[config.mk]
export PLATFORM = sky130hd
export DESIGN_NAME = spi_debug_host
export DESIGN_NICKNAME = d
export VERILOG_FILES = /design/src/rtl/spi_debug_pkg.sv /design/src/rtl/spi_phase_timer.sv /design/src/rtl/spi_debug_host.sv
export SDC_FILE = /design/constraint.sdc
export NUM_CORES = 1
export LEC_CHECK = 0
export CAP_MARGIN = 20
export CORE_MARGIN = 1
export CORE_UTILIZATION = 50
export CTS_CLUSTER_SIZE = 10
export DETAILED_ROUTE_END_ITERATION = 8
export DONT_BUFFER_PORTS = 1
export PLACE_DENSITY = 0.74
export SYNTH_ARGS = -nofsm -noshare
export SYNTH_HDL_FRONTEND = slang
export SYNTH_SLANG_ARGS = --single-unit
[constraint.sdc]
create_clock -name clk -period 2.2 [get_ports clk]
set_input_delay 0.44 -clock clk [delete_from_list [all_inputs] [get_ports clk]]
set_output_delay 0.44 -clock clk [all_outputs]
set_load 0.01 [all_outputs]
[src/rtl/spi_debug_pkg.sv]
// Shared definitions for the SPI debug host and the target-side spi_debug_ifc.
// Frame layout is waddr[15:0] then wdata[15:0], MSB first.
package spi_debug_pkg;

    localparam int FRAME_BITS = 32;
    localparam int ADDR_W     = 16;
    localparam int DATA_W     = 16;

    localparam logic [15:0] CTRL_ADDR   = 16'hF000;
    localparam logic [3:0]  REGION_SRAM = 4'h0;
    localparam logic [3:0]  REGION_VRAM = 4'h8;
    localparam logic [3:0]  REGION_CTRL = 4'hF;

    typedef enum logic [2:0] {
        IDLE,
        LOW,
        HIGH,
        HOLD,
        GAP
    } state_t;

endpackage

[src/rtl/spi_phase_timer.sv]
// Phase timer: reloads to CLKDIV-1 on load and flags tick once CLKDIV cycles
// have elapsed since the last load.
module spi_phase_timer #(
    parameter int CLKDIV = 2,
    parameter int CNT_W  = $clog2(CLKDIV + 1)
) (
    input  logic clk,
    input  logic reset_n,
    input  logic load,
    output logic tick
);

    logic [CNT_W-1:0] count;

    always_ff @(posedge clk or negedge reset_n) begin
        if (!reset_n) begin
            count <= '0;
        end else if (load) begin
            count <= CNT_W'(CLKDIV - 1);
        end else if (count != '0) begin
            count <= count - CNT_W'(1);
        end
    end

    assign tick = (count == '0);

endmodule

[src/rtl/spi_debug_host.sv]
// SPI mode-0 initiator that sends 32-bit debug write frames and returns the
// MISO bits of the data half as a read-back word.
module spi_debug_host
    import spi_debug_pkg::*;
#(
    parameter int CLKDIV = 2,
    parameter int CNT_W  = $clog2(CLKDIV + 1)
) (
    input  logic                clk,
    input  logic                reset_n,
    input  logic                req_i,
    input  logic [ADDR_W-1:0]   waddr_i,
    input  logic [DATA_W-1:0]   wdata_i,
    output logic                busy_o,
    output logic                done_o,
    output logic [DATA_W-1:0]   rdata_o,
    output logic                spi_clk_o,
    output logic                spi_cs_o,
    output logic                spi_mosi_o,
    input  logic                spi_miso_i
);

    state_t state, state_d;

    // tx_sr holds only the bits not yet on MOSI; the frame MSB goes out at accept.
    logic [FRAME_BITS-2:0] tx_sr, tx_d;
    logic [DATA_W-1:0]     rx_sr, rx_d;
    logic [4:0]            bitcnt, bit_d;
    logic                  busy_d, done_d, sck_d, cs_d, mosi_d;
    logic [DATA_W-1:0]     rdata_d;
    logic                  accept, load, tick;

    assign accept = (state == IDLE) && req_i && !busy_o;
    assign load   = (state == IDLE) ? accept : tick;

    spi_phase_timer #(
        .CLKDIV (CLKDIV),
        .CNT_W  (CNT_W)
    ) u_timer (
        .clk     (clk),
        .reset_n (reset_n),
        .load    (load),
        .tick    (tick)
    );

    always_ff @(posedge clk or negedge reset_n) begin
        if (!reset_n) begin
            state      <= IDLE;
            tx_sr      <= '0;
            rx_sr      <= '0;
            bitcnt     <= '0;
            busy_o     <= 1'b0;
            done_o     <= 1'b0;
            rdata_o    <= '0;
            spi_clk_o  <= 1'b0;
            spi_cs_o   <= 1'b1;
            spi_mosi_o <= 1'b0;
        end else begin
            state      <= state_d;
            tx_sr      <= tx_d;
            rx_sr      <= rx_d;
            bitcnt     <= bit_d;
            busy_o     <= busy_d;
            done_o     <= done_d;
            rdata_o    <= rdata_d;
            spi_clk_o  <= sck_d;
            spi_cs_o   <= cs_d;
            spi_mosi_o <= mosi_d;
        end
    end

    always_comb begin
        state_d = state;
        tx_d    = tx_sr;
        rx_d    = rx_sr;
        bit_d   = bitcnt;
        busy_d  = busy_o;
        done_d  = 1'b0;
        rdata_d = rdata_o;
        sck_d   = spi_clk_o;
        cs_d    = spi_cs_o;
        mosi_d  = spi_mosi_o;

        case (state)
            IDLE: begin
                if (accept) begin
                    tx_d    = {waddr_i[ADDR_W-2:0], wdata_i};
                    cs_d    = 1'b0;
                    mosi_d  = waddr_i[ADDR_W-1];
                    busy_d  = 1'b1;
                    bit_d   = 5'(FRAME_BITS - 1);
                    state_d = LOW;
                end
            end
            // Only the last 16 samples survive in rx_sr, so address-phase MISO drops out.
            LOW: begin
                if (tick) begin
                    sck_d   = 1'b1;
                    rx_d    = {rx_sr[DATA_W-2:0], spi_miso_i};
                    state_d = HIGH;
                end
            end
            HIGH: begin
                if (tick) begin
                    sck_d = 1'b0;
                    if (bitcnt != 5'd0) begin
                        tx_d    = {tx_sr[FRAME_BITS-3:0], 1'b0};
                        mosi_d  = tx_sr[FRAME_BITS-2];
                        bit_d   = bitcnt - 5'd1;
                        state_d = LOW;
                    end else begin
                        state_d = HOLD;
                    end
                end
            end
            HOLD: begin
                if (tick) begin
                    cs_d    = 1'b1;
                    mosi_d  = 1'b0;
                    state_d = GAP;
                end
            end
            GAP: begin
                if (tick) begin
                    done_d  = 1'b1;
                    busy_d  = 1'b0;
                    rdata_d = rx_sr;
                    state_d = IDLE;
                end
            end
            default: state_d = IDLE;
        endcase
    end

endmodule

* Yosys cells after proc, flatten, opt, wreduce, memory -nomap -nowiden *
Index checks and enable logic that the tools add are counted.

word-level totals
  flip-flop bits (word level) = 78
  memories kept = 0
  latch bits = 0
  memory bits (writable) = 0
  ROM bits = 0
  bits of input ports = 36

cells by class
  eq/ne operators = 10
  bitwise gates (word level) = 0
  reduce and logical (&&, ||, !) cells = 21
  div/mod/pow operators = 0
  shift operators = 0
  magnitude comparators = 0
  mux-type cells = 31
  $mul = 0
  add/sub/neg operators = 2

operators by type and width
  cell                 count
  $mux 31              3
  $pmux 31 s2          1
  $mux 3               5
  $mux 5               3
  $pmux 3 s5           1
  $ne 2x2->1 const B   6
  $reduce_bool 2->1    6
  $mux 1               10
  $pmux 5 s2           1
  $reduce_and 5->1     2
  $reduce_and 3->1     3
  $eq 3x2->1 const B   2
  $mux 2               3
  $pmux 1 s2           3
  $reduce_bool 5->1    1
  $sub 5x1->5 const B  1
  $reduce_and 2->1     2
  $reduce_and 4->1     1
  $eq 3x1->1 const B   1
  $eq 3x3->1 const B   1
  $logic_not 3->1      1
  $pmux 1 s3           1
  $reduce_bool 3->1    1
  $logic_and 1x1->1    2
  other kinds (3)      3

* Logic depth before layout (Yosys ltp) *
Gate-level depths: netlist (run 1).

  depth in word-level cells = 5
  depth in mapped cells = 7
  mapped depth without buffers = 6

* Hierarchy *
Synthesis (run 1) repeated with hierarchy kept, for this count alone.

second synthesis, totals
  cells, all modules = 261
  area total of the unflattened synthesis = 3530.9 µm²

by module, submodules not included
  module           times used  area an instance (µm²)  sequential area each (µm²)  cells an instance
  spi_debug_host   1           3432.0                  1903.1                      252
  spi_phase_timer  1           98.8                    50.0                        9

* Least setup slack after synthesis (run 1) *
OpenSTA, ideal clock, no wires.

  path type = register -> register
  start point = register bitcnt[0]
  end point = register tx_sr[10]
  cell stages (with the launch flop) = 8
  required time = 2.075 ns
  clock period less this slack = 2.117 ns
  arrival = 1.992 ns
  path slack = 0.083 ns
  library setup time = 0.125 ns
  cell sequence = dfrtp_1 -> inv_1 -> ha_1 -> or4b_4 -> and2_4 -> o21ai_4 -> buf_6 -> mux2_2

on the way
  word-level cells in the longest chain between the ends = 3

RTL lines
  what                               line                   source
  from (decl)                        spi_debug_host.sv:28   logic [4:0] bitcnt, bit_d;
  from (signal assigned)             spi_debug_host.sv:62   bitcnt <= bit_d;
  $reduce_bool 5->1                  spi_debug_host.sv:106  if (bitcnt != 5'd0) begin
  $ne 2x2->1 (no source line)        -
  $reduce_and 4->1 (no source line)  -
  to (signal assigned)               spi_debug_host.sv:60   tx_sr <= tx_d;
  to (decl)                          spi_debug_host.sv:26   logic [FRAME_BITS-2:0] tx_sr, tx_d;

Every way passes these cells.
A chain may end at the register's enable or synchronous reset.

* Worst setup path after layout (run 1) *
  start point = register bitcnt[0]
  end point = register tx_sr[16]

The elaborated chain is that of the path after synthesis.

==> impl_metrics.py, run 1 <==
metrics = {
    "floorplan": {
        "dieArea_mm2": 0.007322,
        "fp-row-count": 30,
        "die_h_um": 85.57,
        "dieWidth_um": 85.57,
        "initial_core_util": 0.5169,
        "io_pins": 57,
        "coreArea_mm2": 0.006756,
    },
    "power_and_ir_drop": {
        "powerDensity_mw_per_mm2": 664.9,
        "leakage_nw": 1.944,
        "power_mw": 2.623,
        "ir_worst_vdd_uv": 405.8,
    },
    "critical_path": {
        "critPathMaxFanout": 7,
        "worstSetupStartpointType": "flop",
        "crit_path_end_kind": "flop",
        "cp.required_ns": 2.43,
        "cp.arrival_ns": 2.41,
        "critPathKind": "flop to flop",
    },
    "yosys": {
        "ys_warn_count": 0,
        "syn_nets": 292,
        "synth_seq_cells": 78,
        "synth_area_mm2": 0.003492,
        "netlist_instances": 254,
        "ys_seq_area_frac": 0.5593,
        "synth_area_per_cell_um2": 13.75,
        "yosysUniqueCellTypes": 34,
    },
    "layout": {
        "antenna_cells": 0,
        "fillers": 560,
        "final_layout_size_suffix_gt1_frac": 0.4453,
        "syn_to_final_growth_pct": 12.97,
        "final_common_cell": "mux2_2",
        "finalNonFillerCells": 354,
        "final_nets": 307,
        "final_cell_mix": "mux2_2 (83), dfrtp_1 (77), nor2_1 (10), mux2_1 (10)",
        "postLayoutCellArea_mm2": 0.003945,
    },
    "sta": {
        "setup_viol": 0,
        "rsz0062_at_grt": "true",
        "drv_slew": 0,
        "skew_ns": 0.008844,
        "tightest_slew_ns": 0.4401,
        "whs_ns": -0.2170,
        "finalHoldViolations": 78,
        "fin_crit_ns": 2.180,
        "fmax_ghz": 0.4587,
        "period_share": 0.9909,
        "fin_setup_tns_ns": 0,
        "slew_headroom": 0.7055,
    },
    "global_route": {
        "globalRouteOverflowTotal": 0,
        "gr-usage-all-layers": 0.1735,
        "antenna_found_initial": 0,
        "grt_pass1_vias": 1969,
        "grt_pass1_wl_um": 9653,
        "grt_max_degree": 79,
    },
    "routing": {
        "drtIter0Drc": 96,
        "viasPerCell": 5.613,
        "post-route-drc-count": 0,
        "wl_per_cell_um": 17.08,
        "first_pass_iters": 6,
        "wirelength_um": 6046,
        "vias": 1987,
        "ant_nets": 0,
    },
    "clock_tree": {
        "cts_max_level": 3,
        "cts_made_buffers": 9,
        "insertion_delay_ns": 0.35,
        "clk_path_buf_depth": 2,
        "numClockSinks": 78,
        "cts_tree": "yes",
        "cts-root-buf": "clkbuf_8",
        "clkTransAtPathRegs_ns": 0.08,
    },
    "placement": {
        "place_area_mm2": 0.003615,
        "place_hpwl_um": 3749,
        "portBuffers": 0,
        "gp_congestion": 0.8021,
        "dpl.cell_count": 329,
    },
    "status": {
        "status": "complete, but fails checks",
        "violations": "hold timing",
    },
    "job": {
        "drv_cap": 0,
    },
    "hold_path": {
        "hold_class": "input port to asynchronous set/reset pin",
    },
}
## synth_stat cells, drive strengths merged
| library cell | number | area share |
|---|---|---|
| nand2b | 2 | 0.0036 |
| buf | 8 | 0.017 |
| dfrtp | 77 | 0.55 |
| inv | 11 | 0.012 |
| mux2i | 1 | 0.0029 |
| nor2 | 10 | 0.011 |
| a21oi | 5 | 0.0072 |
| nor3 | 3 | 0.0057 |
| o31ai | 1 | 0.0022 |
| nand3 | 1 | 0.0014 |
| o32ai | 1 | 0.0025 |
| and4 | 2 | 0.0050 |
| mux2 | 93 | 0.30 |
| or4b | 1 | 0.0039 |
| clkbuf | 4 | 0.0043 |
| a221oi | 2 | 0.0050 |
| and3 | 3 | 0.0054 |
| nand2 | 9 | 0.0097 |
| and2 | 3 | 0.0061 |
| nor3b | 2 | 0.0057 |
| o22ai | 2 | 0.0036 |
| a31oi | 1 | 0.0018 |
| a32o | 1 | 0.0029 |
| nand4 | 1 | 0.0018 |
| nor2b | 1 | 0.0018 |
| dfstp | 1 | 0.0075 |
| ha | 2 | 0.0072 |
| o21ai | 6 | 0.012 |
## critical path, stage by stage (launching register included)
cell and delay [ns]:
dfrtp_1 0.39, inv_2 0.09, ha_4 0.13, or4b_4 0.46, and2_4 0.18, o21ai_4 0.21, buf_12 0.14, buf_6 0.13
mux2_2 0.33
## metrics by stage
stage | setup slack, ns | utilization
after floorplan | 0.08326 | -
after global placement | 0.07776 | 0.5350
after detailed placement | 0.01995 | 0.5350
after CTS | 0.001642 | 0.5665
after global routing | -0.03762 | 0.5839
final | 0.02000 | 0.5839
## path summary, 6_finish.rpt
check | startpoint | to | slack, ns | depth (start not counted)
min in group clk | spi_miso_i | rx_sr[0] | 0.24 | 1
worst min register to register | tx_sr[25] | tx_sr[25] | 0.49 | 1
worst max register to register | bitcnt[0] | tx_sr[16] | 0.02 | 8
worst max-delay path | bitcnt[0] | tx_sr[16] | 0.02 | 8
max in group asynchronous | reset_n | spi_cs_o | 2.22 | 0
worst min-delay path | reset_n | rdata_o[0] | -0.22 | 0
## logic make-up after synthesis
| logic type | after synthesis | synth area share |
|---|---|---|
| AO/OA/AOI/OAI | 19 | 0.03691 |
| AND/OR/NAND/NOR | 38 | 0.06091 |
| buffers and inverters | 23 | 0.03296 |
| adder cells (fa/ha/maj) | 2 | 0.007165 |
| flip-flops | 78 | 0.5593 |
| multiplexers | 94 | 0.3028 |
## cell type report
class                   count  area, um^2  area share
clock buffers              11       131.4     0.03330
multi-input cells         153        1443      0.3657
clock inverters             5       81.33     0.02062
flip-flops and latches     78        1953      0.4951
inverters                  11       41.29     0.01047
repair buffers             16       195.2     0.04948
well taps                  80       100.1     0.02537
## sequential cells by signal, indices dropped and copies added, names as in the netlist
name and cells:
u_timer.count 2, rdata_o 16, spi_cs_o 1, bitcnt 5
spi_mosi_o 1, busy_o 1, state 3, spi_clk_o 1
tx_sr 31, done_o 1, rx_sr 16
## layer usage
| metal | global-route usage | wire length, um | vias up |
|---|---|---|---|
| li1 | - | - | 933 |
| met1 | 0.2375 | 3002 | 1008 |
| met2 | 0.2502 | 2718 | 42 |
| met3 | 0.06737 | 265 | 4 |
| met4 | 0.06818 | 59 | 0 |
| met5 | 0 | 0 | - |
## what timing repair did
item | CTS | global route
endpoints found under the setup margin | 0 | 30
buffers inserted | 0 | 8
gates resized for setup | 0 | 7
hold endpoints to repair | 78 | 78
## report_power, final
part	total [mW]	internal (mW)	leakage [nW]	switching [mW]
clock	1.16	0.642	0.104	0.520
sequential	1.43	1.43	1.05	0
combinational	0.0285	0.0214	0.790	0.00709
Note: power is estimated with default switching activity, not from simulation.
==> run 2, diff against run 1 <==
--- a/config.mk
+++ b/config.mk
@@ -11,6 +11,7 @@
 export CTS_CLUSTER_SIZE = 10
 export DETAILED_ROUTE_END_ITERATION = 8
 export DONT_BUFFER_PORTS = 1
+export MAX_ROUTING_LAYER = met4
 export PLACE_DENSITY = 0.74
 export SYNTH_ARGS = -nofsm -noshare
 export SYNTH_HDL_FRONTEND = slang
==> impl_metrics.py, run 2 (synthesized netlist as in run 1, its figures left out) <==
metrics = {
    "sta": {
        "rsz0062_at_grt": "true",
        "fmax_ghz": 0.4579,
        "skew_ns": 0.009510,
        "tightest_slew_ns": 0.4466,
        "finalHoldViolations": 78,
        "drv_slew": 0,
        "period_share": 0.9928,
        "whs_ns": -0.2227,
        "setup_viol": 0,
        "setup_slack_ns": 0.01593,
        "slew_headroom": 0.7012,
        "fin_setup_tns_ns": 0,
        "fin_crit_ns": 2.184,
    },
    "clock_tree": {
        "cts_made_buffers": 9,
        "cts_max_level": 3,
        "cts-root-buf": "clkbuf_8",
        "insertion_delay_ns": 0.35,
        "numClockSinks": 78,
        "cts_tree": "yes",
        "clk_path_buf_depth": 2,
        "clkTransAtPathRegs_ns": 0.08,
    },
    "floorplan": {
        "io_pins": 57,
        "dieArea_mm2": 0.007322,
        "dieWidth_um": 85.57,
        "die_h_um": 85.57,
        "coreArea_mm2": 0.006756,
        "initial_core_util": 0.5169,
        "fp-row-count": 30,
    },
    "placement": {
        "dp_slack_ns": 0.01995,
        "place_area_mm2": 0.003615,
        "portBuffers": 0,
        "place_hpwl_um": 3749,
        "dpl.cell_count": 329,
        "gp_congestion": 0.8137,
    },
    "routing": {
        "viasPerCell": 5.638,
        "drtIter0Drc": 86,
        "vias": 1979,
        "wl_per_cell_um": 17.36,
        "ant_nets": 0,
        "wirelength_um": 6094,
        "first_pass_iters": 6,
        "post-route-drc-count": 0,
    },
    "critical_path": {
        "rrSetupSlack_ns": 0.02,
        "crit_slowest_cell": "or4b_4",
        "rr_startpoint": "bitcnt[1]",
        "cp_cell_sequence": "inv_2 > ha_4 > or4b_4 > and2_4 > o21ai_4 > clkbuf_16 > mux2_2",
        "cp.required_ns": 2.44,
        "cp.buffers_inverters": 2,
        "r2r_cells": 7,
        "cp.arrival_ns": 2.42,
        "critPathKind": "flop to flop",
        "crit_path_end_kind": "flop",
        "critPathMaxFanout": 8,
        "critPathTopFamily": "simple AND/OR/NAND/NOR gates",
        "worstSetupStartpointType": "flop",
        "slowest_delay_ns": 0.46,
        "rr_endpoint": "tx_sr[8]",
    },
    "global_route": {
        "grt_pass1_vias": 1972,
        "gr-usage-all-layers": 0.1786,
        "globalRouteOverflowTotal": 0,
        "grt_pass1_wl_um": 9660,
        "antenna_found_initial": 0,
        "grt_max_degree": 79,
    },
    "layout": {
        "antenna_cells": 0,
        "multi_input_area_mm2": 0.001465,
        "largest_registers": "tx_sr: 31 flops, rdata_o: 16 flops, rx_sr: 16 flops",
        "regArea_mm2": 0.001953,
        "largest_reg_flops": 31,
        "finalNonFillerCells": 351,
        "final_common_cell": "mux2_2",
        "regMostFlops": "tx_sr",
        "final_nets": 304,
        "final_layout_size_suffix_gt1_frac": 0.4502,
        "final_cell_mix": "mux2_2 (80), dfrtp_1 (77), nor2_1 (10)",
        "final_core_util": 0.5835,
        "postLayoutCellArea_mm2": 0.003943,
        "fillers": 552,
        "syn_to_final_growth_pct": 12.90,
    },
    "power_and_ir_drop": {
        "powerDensity_mw_per_mm2": 665.4,
        "power_mw": 2.623,
        "seqPwrFrac": 0.546,
        "power.share.clock": 0.443,
        "internal_power_mw": 2.096,
        "power_frac_comb": 0.011,
        "swShare": 0.2009,
        "leakage_nw": 1.950,
        "ir_worst_vdd_uv": 382.4,
        "power.switching_mw": 0.5271,
    },
    "status": {
        "violations": "hold timing",
        "status": "complete, but fails checks",
    },
    "hold_path": {
        "hold_class": "input port to asynchronous set/reset pin",
    },
    "job": {
        "drv_cap": 0,
    },
}
run 2: cell types whose count changed in the layout (fill, tap and decap cells not counted), sizes merged:
cell,before,now
buf,15,11
clkbuf,12,13
run 2: repair_timing:
action | CTS | global route
setup buffers | 0 | 4
setup endpoints to repair | 0 | 30
endpoints found under the hold margin | 78 | 78
resized for setup | 0 | 10
run 2: final cells by class:
| type | instances | area share |
|---|---|---|
| flip-flops and latches | 78 | 0.4954 |
| multi-input cells | 153 | 0.3716 |
| repair buffers | 13 | 0.04316 |
| clock buffers | 11 | 0.03332 |
| well taps | 80 | 0.02539 |
| clock inverters | 5 | 0.02063 |
| inverters | 11 | 0.01047 |
run 2: power by group through the flow:
stage | combinational, mW | sequential, mW | clock (mW)
2_1_floorplan | 0.0258 | 1.46 | 0
3_3_place_gp | 0.0283 | 1.46 | 0
3_5_place_dp | 0.0290 | 1.46 | 0
4_1_cts | 0.0293 | 1.43 | 1.19
5_1_grt | 0.0324 | 1.43 | 1.25
6_report | 0.0291 | 1.43 | 1.16
run 2: routing by layer:
metal,GRT usage,routed length [um],vias to the layer above
met3,0.05582,246,7
met1,0.2421,2969,1004
met5,-,0,-
met4,0.07727,71,0
met2,0.2487,2807,46
li1,-,-,922
run 2: worst max-delay path by stage:
stage | depth (start not counted) | endpoint | start
4_1_cts | 7 | tx_sr[25] | bitcnt[0]
3_3_place_gp | 7 | tx_sr[10] | bitcnt[0]
5_1_grt | 7 | tx_sr[9] | bitcnt[1]
2_1_floorplan | 7 | tx_sr[10] | bitcnt[0]
3_5_place_dp | 7 | tx_sr[6] | bitcnt[0]
6_report | 7 | tx_sr[8] | bitcnt[1]
==> run 3, diff against run 2 <==
--- a/config.mk
+++ b/config.mk
@@ -5,7 +5,7 @@
 export SDC_FILE = /design/constraint.sdc
 export NUM_CORES = 1
 export LEC_CHECK = 0
-export CAP_MARGIN = 20
+export CAP_MARGIN = 40
 export CORE_MARGIN = 1
 export CORE_UTILIZATION = 50
 export CTS_CLUSTER_SIZE = 10
==> results of run 3 <==
Same layout as run 2: the final DEF is identical, and so are final timing and power.
